### src/rtl/mydpram_pkg.sv
// Shared types and helpers for the self-clearing dual-port RAM.
// Lane merge is sized to a wide maximum; callers slice to their width.
package mydpram_pkg;

  typedef enum logic {
    ST_CLEAR = 1'b0,
    ST_RUN   = 1'b1
  } state_t;

  localparam int LANEBITS = 8;
  localparam int MAXBITS  = 1024;
  localparam int MAXLANES = MAXBITS / LANEBITS;

  function automatic logic [MAXBITS-1:0] lane_merge(
    input logic [MAXBITS-1:0]  old_w,
    input logic [MAXBITS-1:0]  new_w,
    input logic [MAXLANES-1:0] mask
  );
    logic [MAXBITS-1:0] r;
    r = old_w;
    for (int i = 0; i < MAXLANES; i++) begin
      if (mask[i])
        r[i*LANEBITS +: LANEBITS] = new_w[i*LANEBITS +: LANEBITS];
    end
    return r;
  endfunction

endpackage

### src/rtl/mydpram_clrseq.sv
// Post-reset clear sequencer: walks every entry once, then
// parks in ST_RUN until the next reset.
module mydpram_clrseq
  import mydpram_pkg::*;
#(
  parameter int ADDRBITS = 5,
  parameter int MEMSIZE  = 2**ADDRBITS
) (
  input  logic                clk,
  input  logic                reset,
  output logic                busy,
  output logic                clr_we,
  output logic [ADDRBITS-1:0] clr_addr
);

  localparam logic [ADDRBITS-1:0] LAST = ADDRBITS'(MEMSIZE - 1);

  state_t              state;
  logic [ADDRBITS-1:0] clrcnt;

  always_ff @(posedge clk or posedge reset) begin
    if (reset) begin
      state  <= ST_CLEAR;
      clrcnt <= '0;
      busy   <= 1'b1;
    end else begin
      unique case (state)
        ST_CLEAR: begin
          if (clrcnt == LAST) begin
            state  <= ST_RUN;
            clrcnt <= '0;
            busy   <= 1'b0;
          end else begin
            clrcnt <= clrcnt + 1'b1;
          end
        end
        ST_RUN: begin
          busy <= 1'b0;
        end
        default: begin
          state <= ST_CLEAR;
        end
      endcase
    end
  end

  assign clr_we   = (state == ST_CLEAR);
  assign clr_addr = clrcnt;

endmodule

### src/rtl/mydpram_clr.sv
// Simple dual-port RAM with byte enables, optional registered read,
// read-during-write bypass and a self-clearing fill after reset.
module mydpram_clr
  import mydpram_pkg::*;
#(
  parameter int DATABITS = 32,
  parameter int ADDRBITS = 5,
  parameter int MEMSIZE  = 2**ADDRBITS,
  localparam int MASKBITS = DATABITS / LANEBITS,
  parameter int RDREG    = 1,
  parameter int BYPASS   = 1,
  parameter logic [DATABITS-1:0] CLRVAL = '0
) (
  input  logic                clk,
  input  logic                reset,
  input  logic [ADDRBITS-1:0] wraddr,
  input  logic                we,
  input  logic [MASKBITS-1:0] wrmask,
  input  logic [DATABITS-1:0] in,
  input  logic [ADDRBITS-1:0] rdaddr,
  input  logic                re,
  output logic [DATABITS-1:0] q,
  output logic                q_valid,
  output logic                busy
);

  localparam logic [ADDRBITS:0] LIMIT = (ADDRBITS+1)'(MEMSIZE);

  logic [DATABITS-1:0] remember [MEMSIZE];

  logic                clr_we;
  logic [ADDRBITS-1:0] clr_addr;
  logic                wr_in;
  logic                rd_in;
  logic                wr_ok;
  logic [DATABITS-1:0] wr_cur;
  logic [DATABITS-1:0] rd_old;

  function automatic logic [DATABITS-1:0] merge(
    input logic [DATABITS-1:0] old_w,
    input logic [DATABITS-1:0] new_w,
    input logic [MASKBITS-1:0] mask
  );
    logic [MAXBITS-1:0]  o;
    logic [MAXBITS-1:0]  n;
    logic [MAXBITS-1:0]  r;
    logic [MAXLANES-1:0] m;
    o = '0;
    n = '0;
    m = '0;
    o[DATABITS-1:0] = old_w;
    n[DATABITS-1:0] = new_w;
    m[MASKBITS-1:0] = mask;
    r = lane_merge(o, n, m);
    return r[DATABITS-1:0];
  endfunction

  mydpram_clrseq #(
    .ADDRBITS (ADDRBITS),
    .MEMSIZE  (MEMSIZE)
  ) u_clrseq (
    .clk      (clk),
    .reset    (reset),
    .busy     (busy),
    .clr_we   (clr_we),
    .clr_addr (clr_addr)
  );

  assign wr_in  = ({1'b0, wraddr} < LIMIT);
  assign rd_in  = ({1'b0, rdaddr} < LIMIT);
  assign wr_ok  = we && !busy && wr_in && (|wrmask);
  assign wr_cur = wr_in ? remember[wraddr] : '0;
  assign rd_old = rd_in ? remember[rdaddr] : '0;

  // Clear writes take priority; user writes are ignored while busy.
  always_ff @(posedge clk) begin
    if (clr_we)
      remember[clr_addr] <= CLRVAL;
    else if (wr_ok)
      remember[wraddr] <= merge(wr_cur, in, wrmask);
  end

  if (RDREG != 0) begin : g_reg
    logic                rd_hit;
    logic [DATABITS-1:0] rd_word;

    assign rd_hit  = (BYPASS != 0) && wr_ok && (wraddr == rdaddr);
    assign rd_word = rd_hit ? merge(rd_old, in, wrmask) : rd_old;

    always_ff @(posedge clk or posedge reset) begin
      if (reset) begin
        q       <= '0;
        q_valid <= 1'b0;
      end else begin
        q_valid <= re && !busy;
        if (re && !busy)
          q <= rd_word;
      end
    end
  end else begin : g_comb
    assign q       = rd_old;
    assign q_valid = !busy;
  end

endmodule
### config.mk
export PLATFORM = sky130hd
export DESIGN_NAME = mydpram_clr
export DESIGN_NICKNAME = d
export VERILOG_FILES = /design/src/rtl/mydpram_pkg.sv /design/src/rtl/mydpram_clrseq.sv /design/src/rtl/mydpram_clr.sv
export SDC_FILE = /design/constraint.sdc
export NUM_CORES = 1
export LEC_CHECK = 0
export CAP_MARGIN = 0
export CORE_ASPECT_RATIO = 0.5
export CORE_MARGIN = 4
export CORE_UTILIZATION = 50
export DETAILED_ROUTE_END_ITERATION = 16
export PLACE_DENSITY = 0.7
export SYNTH_ARGS = -nofsm -noshare
export SYNTH_HDL_FRONTEND = slang
export SYNTH_SLANG_ARGS = --single-unit
export TNS_END_PERCENT = 20
### constraint.sdc
create_clock -name clk -period 3.7 [get_ports clk]
set_input_delay 0.555 -clock clk [delete_from_list [all_inputs] [get_ports clk]]
set_output_delay 0.555 -clock clk [all_outputs]
set_load 0.03 [all_outputs]
# Yosys cells after proc, flatten, opt, wreduce, memory -nomap -nowiden
# Memory sizes are Yosys's and may differ from the RTL's.
# Cells that the tools add are included.
word_totals:
  ff_bits: 40
  ramBits: 1024
  inputBits: 50
  output_inout_bits: 34
  wordCells: 55
  n_memories: 1
classes:
  addsub: 1
  eq_ne: 7
  n_mux: 29
  bitwise_logic: 1
  n_reduce_logical: 11
memory_table:
  columns: ["name", "depth", "word_bits", "rd", "rd_ports_with_merged_regs", "wr", "line", "rtl"]
  rows:
  - ["remember", 32, 32, 1, 0, 1, "mydpram_clr.sv:29", "logic [DATABITS-1:0] remember [MEMSIZE];"]
op_table:
  columns: ["op", "n"]
  rows:
  - ["$mux 8", 16]
  - ["$mux 32", 2]
  - ["$reduce_or 32->1", 1]
  - ["$ne 3x3->1 const B", 4]
  - ["$mux 5", 2]
  - ["$reduce_and 2->1", 4]
  - ["$mux 1", 7]
  - ["$add 5x1->5 const B", 1]
  - ["$eq 5x5->1", 1]
  - ["$eq 5x5->1 const B", 1]
  - ["$logic_and 1x1->1", 4]
  - ["$mux 4", 1]
  - ["$reduce_or 4->1", 1]
  - ["$ne 2x1->1 const B", 1]
  - ["$pmux 1 s2", 1]
  - ["$logic_not 1->1", 1]
  - ["$not 1->1", 1]

# Longest topological paths before layout
# Gate-level depths: netlist of the first run.
depth:
  word_depth: 9
  depth_mapped: 9
  ltp_nobuf: 6

# Cells and area by module
# A second synthesis of the first run with hierarchy kept.
hier_totals:
  hier_cells: 2002
  area_unflattened_um2: 41765.1
modules_own_cells:
  columns: ["mod", "n_inst", "cells_each", "area_each_um2", "seq_area_each_um2"]
  rows:
  - ["mydpram_clr", 1, 1972, 41427.2, 31575.3]
  - ["mydpram_clrseq", 1, 30, 337.8, 176.4]

# Worst setup path before layout of the first run
# OpenSTA, ideal clock, no wires.
synth_timing:
  path_type: "in2reg"
  startpoint: "input port wrmask[1]"
  endpoint: "memory remember[6][0] (enable)"
  setup_ns: 0.383
  arrival_time_ns: 2.569
  required_ns: 3.317
  path_slack_ns: 0.748
  path_stages: 8
  n_path_buf: 3
  path_cell_list: "or4_4 > and3_4 > buf_6 > buf_6 > nor3b_2 > a21oi_2 > buf_6 > nor3_1"
synth_via:
  elab_chain_len: 8
  word_cells_on_any_way: 16
  classes_between: "eq/ne: 4; mux: 5; reduce/logical: 7"
synth_rtl:
  columns: ["element", "line", "rtl"]
  rows:
  - ["start, declared", "mydpram_clr.sv:18", "input logic [MASKBITS-1:0] wrmask,"]
  - ["$reduce_or 4->1", "mydpram_clr.sv:71", "assign wr_ok = we && !busy && wr_in && (|wrmask);"]
  - ["$logic_and 1x1->1", "mydpram_clr.sv:71", null]
  - ["$mux 1", "mydpram_clr.sv:79", "else if (wr_ok)"]
  - ["$mux 1", "mydpram_clr.sv:77", "if (clr_we)"]
  - ["$mux 1 (implied by the code)", "mydpram_clr.sv:80", "remember[wraddr] <= merge(wr_cur, in, wrmask);"]
  - ["$reduce_and 2->1 (no line)", null, null]
  - ["$reduce_or 32->1 (no line)", null, null]
  - ["$mux 5 (no line) / $mux 4 (equally long branches)", null, null]
  - ["end, declared", "mydpram_clr.sv:29", null]
# Several ways; a longest one is shown, not always the timed one.

# Final worst setup path of the first run
layout_timing:
  startpoint: "input port wrmask[1]"
  endpoint: "memory remember[31][30] (enable)"
# The elaborated chain is that of the path after synthesis.

==> impl_results.md, run 1 <==
* Ant diodes at 0
* Num CTS Buffers at 91
* Worst min path class: in2async
* R2R Path End: remember[10][15]
* #FFs+latches synth at 1064
* Maximum vdd drop at 0.477 mV
* Placement Cell Area at 45400 µm²
* Worst setup EP type: flip-flop
* Post-CTS setup buffers at 0
* Remaining Overflow, GRT at 0
* Antenna violations before repair at 2
* Fill cell count at 5715
* Post-synth top area share at 73.4%
* Clock Tree Root: clkbuf_16
* Gr usage total at 22.2%
* # rows at 74
* Critical Path Fanout Max at 19
* Tmin final at 3.26 ns
* Average size of a mapped cell at 21.0 µm²
* Vert. Die Dim at 213 µm
* H-Tree Level Count at 3
* Residual DRC at 0
* Proportion of layout cells with a drive suffix above 1 at 28.4%
* CP Class: in2reg
* DR WL/cell at 28.2 µm
* Nets at 2308
* Number of global-route vias before repair at 21400
* Flip-flop and latch area at 31800 µm²
* Die ar. at 88800 µm²
* Hold buffers post-CTS at 0
* Final Hold Fails at 0
* Max-slew headroom at 7.85%
* Pleak at 0.0171 µW
* Synthesis-to-finish area growth at 15.7%
* Clock slew at reported path FFs at 0.07 ns
* DP HPWL at 61600 µm
* Multi-input gate area at 9600 µm²
* Worst skew pair latency at 0.66 ns
* Commonest register cell after synthesis: edfxtp_1
* Max Cap Violations at 0
* First-pass GRT wire length at 145000 µm
* Mapped Area at 41900 µm²
* Sequential share of the synthesized area at 75.8%
* Worst EP arrival at 3.51 ns
* DIE WIDTH at 417 µm
* R2R depth at 6
* Critical Path RT at 3.96 ns
* Cell Pwr Density at 507 nW/µm²
* Most frequent cells after synthesis: edfxtp_1, mux4_2, nor3_1
* Final setup fails at 0
* Post-synth ARST share at 3.76%
* Netlist cell types at 49
* Synth warn at 0
* Fin crit share at 88.0%
* Post-cts sizing count at 0
* Syn Inst Count at 1996
* Via count at 21200
* Critical Path Source Type: input port
* Reg-to-reg startpoint: u_clrseq.busy
* Total power at 24600 µW
* Top Ports at 84
* Status: complete, no violations
* Post-synth EDFFs at 1024
* Max Fclk at 307 MHz
* Cell with the most instances after synthesis: edfxtp_1
* Syn Nets at 2048
* Routability cong. at 0.831
* DRT antenna net count at 0
* Synth top area cells: edfxtp_1, mux4_2, dfrtp_1
* Initial DRC Count at 2724
* Reg2reg setup slack at 0.52 ns
* Via density at 6.18
* Setup repair after global routing missed its margin: false
* Largest net degree at the start of global routing at 44
* Total core area at 82300 µm²
* IO buf count at 83
* TritonCTS clock tree: yes
* DRT Pass-1 Iters at 5
* Layout Skew at 0.0230 ns
* Initial Utilization at 50.9%
* Clock buffer depth at 3
* Area leader, netlist: edfxtp_1
* Max-slew violation count at 0
* CTS sink count at 1064
* Cell area after layout at 48500 µm²
* Slew of the pin with the lowest slew margin at 1.37 ns
* Drt total wl at 97000 µm
==> flip-flops by register name, indices dropped and copies added (netlist names) <==
name	cells
u_clrseq.clr_addr	5
q	32
q_valid	1
remember	1024
u_clrseq.busy	1
u_clrseq.state	1
==> through the flow <==
| stage | hold slack, ns | instances | setup slack, ns | setup TNS [ns] | utilization (%) |
|---|---|---|---|---|---|
| floorplan | 0.565 | 1996 | 0.748 | 0 | - |
| global placement | 0.526 | 3261 | -0.494 | -12.10 | 55.2 |
| detailed placement | 0.531 | 3262 | -0.248 | -18.76 | 55.2 |
| CTS | 0.441 | 3430 | 0.431 | 0 | 58.9 |
| global route | 0.498 | 3433 | 0.350 | 0 | 58.9 |
| finish | 0.445 | 3433 | 0.443 | 0 | 58.9 |
==> worst max path at each step <==
stage,start,slack [ns],to,cells after the start
2_1_floorplan,wrmask[1],0.75,remember[6][0],8
3_3_place_gp,we,-0.49,remember[21][21],8
3_5_place_dp,wrmask[1],-0.25,remember[23][28],8
4_1_cts,wrmask[1],0.43,remember[23][28],8
5_1_grt,wrmask[1],0.35,remember[31][27],6
6_report,wrmask[1],0.44,remember[31][30],6
==> report_power, final <==
part / total (µW) / internal (µW) / switching, µW / leakage [µW]
combinational: 1540 / 580 / 960 / 0.00450
clock: 9740 / 5530 / 4210 / 0.00147
sequential: 13300 / 13300 / 35.2 / 0.0111
==> cell usage in the layout (no fill, tap or decap), types with 17 or more instances in the layout <==
cell             instances
nor2_1                  42
and2_1                  35
a22oi_1                 56
buf_12                  18
and3_1                  24
mux2i_1                 96
clkbuf_16               95
clkdlybuf4s50_1         79
buf_4                  196
o22ai_1                 32
edfxtp_1              1024
dfrtp_1                 39
mux4_2                 256
nor3_1                 138
clkbuf_1                17
==> cell type report <==
class                           count  share of cell area [%]
Timing Repair Buffer              301                    5.57
Inverter                            8                  0.0619
Clock buffer                      115                    5.12
Tap cell                         1102                    2.84
Clock inverter                     53                    1.13
Multi-Input combinational cell    790                    19.8
Sequential cell                  1064                    65.5
==> metal layers <==
| metal | global-route usage, % | vias to the layer above | share of wire, % |
|---|---|---|---|
| met5 | 0 | - | 0.0093 |
| met3 | 4.79 | 146 | 8.5 |
| met1 | 33.1 | 11200 | 43 |
| met2 | 34.0 | 979 | 47 |
| li1 | - | 8900 | - |
| met4 | 5.92 | 2 | 2.3 |
==> cells by family after synthesis <==
family          after synthesis  share of synthesized area [%]
mux                         353                           16.1
xor+xnor                      5                          0.104
buf+inv                     142                           1.62
compound gates              143                           2.49
simple gates                287                           3.88
fa+ha+maj                     2                         0.0597
flops                      1064                           75.8
==> critical path, cell delays in order <==
cell and delay (ns):
clkdlybuf4s50_1 0.42, or4_4 0.58, and3_4 0.30, nor3b_1 0.26
a41oi_2 0.21, nor3_1 1.17
Power figures use the tool's default switching activity.
==> run 2: changes to the inputs <==
Settings changed: REMOVE_ABC_BUFFERS set to 1.
==> run 2 against run 1 <==
Effect of this change: register-to-register slack lost 0.07 ns; total power rose by 0.22%; sequential power about the same; clock-buffer cell count increased by 8; critical path type unchanged; critical endpoint is now remember[14][20]; largest power group unchanged.
==> impl_results.md, run 2 (synthesis results as in run 1) <==
* Internal power at 19400 µW
* CTS sink count at 1064
* Residual DRC at 0
* Cell area after layout at 48500 µm²
* Post-CTS setup buffers at 0
* Worst Path Buf+Inv at 2
* Initial Utilization at 50.9%
* Worst EP arrival at 3.59 ns
* Proportion of layout cells with a drive suffix above 1 at 28.2%
* Number of global-route vias before repair at 21600
* Tmin final at 3.34 ns
* Via count at 21300
* Max-slew headroom at 8.91%
* Vert. Die Dim at 213 µm
* R2R Path End: remember[23][10]
* Reg2reg setup slack at 0.45 ns
* Remaining Overflow, GRT at 0
* Post-cts sizing count at 0
* Die ar. at 88800 µm²
* TritonCTS clock tree: yes
* Critical-path top delay cell: nor3_1
* Total core area at 82300 µm²
* Clock Tree Root: clkbuf_16
* Share of total power in combinational logic at 6.2%
* Layout Skew at 0.0162 ns
* DR WL/cell at 28.3 µm
* DRT Pass-1 Iters at 5
* Gr usage total at 22.2%
* Fill cell count at 5723
* Antenna violations before repair at 2
* Worst min path class: in2async
* IO buf count at 83
* Initial DRC Count at 2540
* Hold buffers post-CTS at 0
* # rows at 74
* Max-slew violation count at 0
* H-Tree Level Count at 3
* Setup repair after global routing missed its margin: false
* Critical-path cell list: clkdlybuf4s50_1 -> or4_4 -> and3_4 -> buf_4 -> nor3b_1 -> a31oi_4 -> nor3_1
* DP HPWL at 62000 µm
* Routability cong. at 0.841
* Via density at 6.20
* Most common cell after layout, fill and taps aside: edfxtp_1
* Worst skew pair latency at 0.65 ns
* DIE WIDTH at 417 µm
* CP Class: in2reg
* DRT antenna net count at 0
* Clock buffer depth at 3
* Cell Pwr Density at 508 nW/µm²
* Biggest register: remember
* Nets at 2304
* Max reg flops at 1024
* Placement Cell Area at 45400 µm²
* Drt total wl at 97300 µm
* Final setup fails at 0
* Worst setup EP type: flip-flop
* Slowest stage delay, CP at 1.09 ns
* Post-Layout Cell Count at 3433
* Net Sw Frac at 21.1%
* Fin crit share at 90.3%
* Slew of the pin with the lowest slew margin at 1.36 ns
* Reg-to-reg startpoint: u_clrseq.state
* Pleak at 0.0171 µW
* Max Fclk at 299 MHz
* Status: complete, no violations
* Commonest cells after routing, fill and taps aside: edfxtp_1, mux4_2, buf_4
* Final Hold Fails at 0
* CP top delay family: simple AND/OR/NAND/NOR gates
* Critical Path Fanout Max at 18
* Core Util, Final at 58.9%
* Clk pwr share at 39.8%
* Critical Path Source Type: input port
* Max Cap Violations at 0
* Synthesis-to-finish area growth at 15.7%
* Flop pwr share at 54.0%
* Num CTS Buffers at 92
* Sw power at 5200 µW
* First-pass GRT wire length at 144000 µm
* Clock slew at reported path FFs at 0.07 ns
* Top Ports at 84
* Maximum vdd drop at 0.328 mV
* DP Cell Count at 3257
* Critical Path RT at 3.95 ns
* R2R depth at 3
* Largest net degree at the start of global routing at 67
run 2: changes by cell type in the layout (fill, tap and decap cells not counted), sizes merged:
cell | previous run | this run
clkbuf | 117 | 125
clkinvlp | 7 | 5
inv | 9 | 8
bufinv | 11 | 10
diode | 0 | 1
buf | 220 | 215
run 2: layout make-up:
| cell class | instances | area [µm²] | share of cell area (%) |
|---|---|---|---|
| Inverter | 8 | 30.0 | 0.0619 |
| Antenna cell | 1 | 2.50 | 0.00516 |
| Timing Repair Buffer | 296 | 2640 | 5.45 |
| Clock inverter | 49 | 488 | 1.01 |
| Multi-Input combinational cell | 790 | 9620 | 19.8 |
| Sequential cell | 1064 | 31800 | 65.5 |
| Tap cell | 1102 | 1380 | 2.84 |
| Clock buffer | 123 | 2570 | 5.31 |
run 2: power groups by stage:
stage,Combinational [µW],Sequential (µW),Clock (µW)
2_1_floorplan,600,13600,0
3_3_place_gp,1500,13600,0
3_5_place_dp,1520,13600,0
4_1_cts,1520,13300,9930
5_1_grt,1610,13300,10500
6_report,1520,13300,9810
run 2: routing by layer:
metal	part of all wire [%]	vias to the layer above	routed length (µm)	global-route usage [%]
li1	-	8902	-	-
met1	41	11200	39800	32.2
met2	48	1007	46700	35.2
met3	8.5	141	8310	4.42
met4	2.5	0	2430	5.71
met5	0	-	0	0
run 2: worst max path at each step:
stage	slack, ns	to	startpoint	cells after the start
finish	0.36	remember[14][20]	wrmask[1]	7
global route	0.25	remember[31][16]	wrmask[1]	6
CTS	0.33	remember[20][2]	wrmask[1]	8
detailed placement	-0.29	remember[31][0]	wrmask[1]	6
global placement	-0.39	remember[22][5]	wrmask[1]	7
floorplan	-0.19	remember[20][0]	wrmask[1]	5
run 2: through the flow:
| step | hold slack, ns | TNS (ns) | setup WS, ns | total power (µW) |
|---|---|---|---|---|
| 2_1_floorplan | 0.565 | -56.86 | -0.190 | 14200 |
| 3_3_place_gp | 0.519 | -22.85 | -0.394 | 15100 |
| 3_5_place_dp | 0.524 | -28.40 | -0.294 | 15100 |
| 4_1_cts | 0.353 | 0 | 0.327 | 24800 |
| 5_1_grt | 0.374 | 0 | 0.249 | 25400 |
| 6_report | 0.365 | 0 | 0.357 | 24600 |
run 2: worst register-to-register path, delay by kind of cell, from the launching register on:
kind,cells,cell delay (ns)
AND/OR/NAND/NOR,2,1.64
flip-flops,1,0.61
AO/OA/AOI/OAI,1,0.61
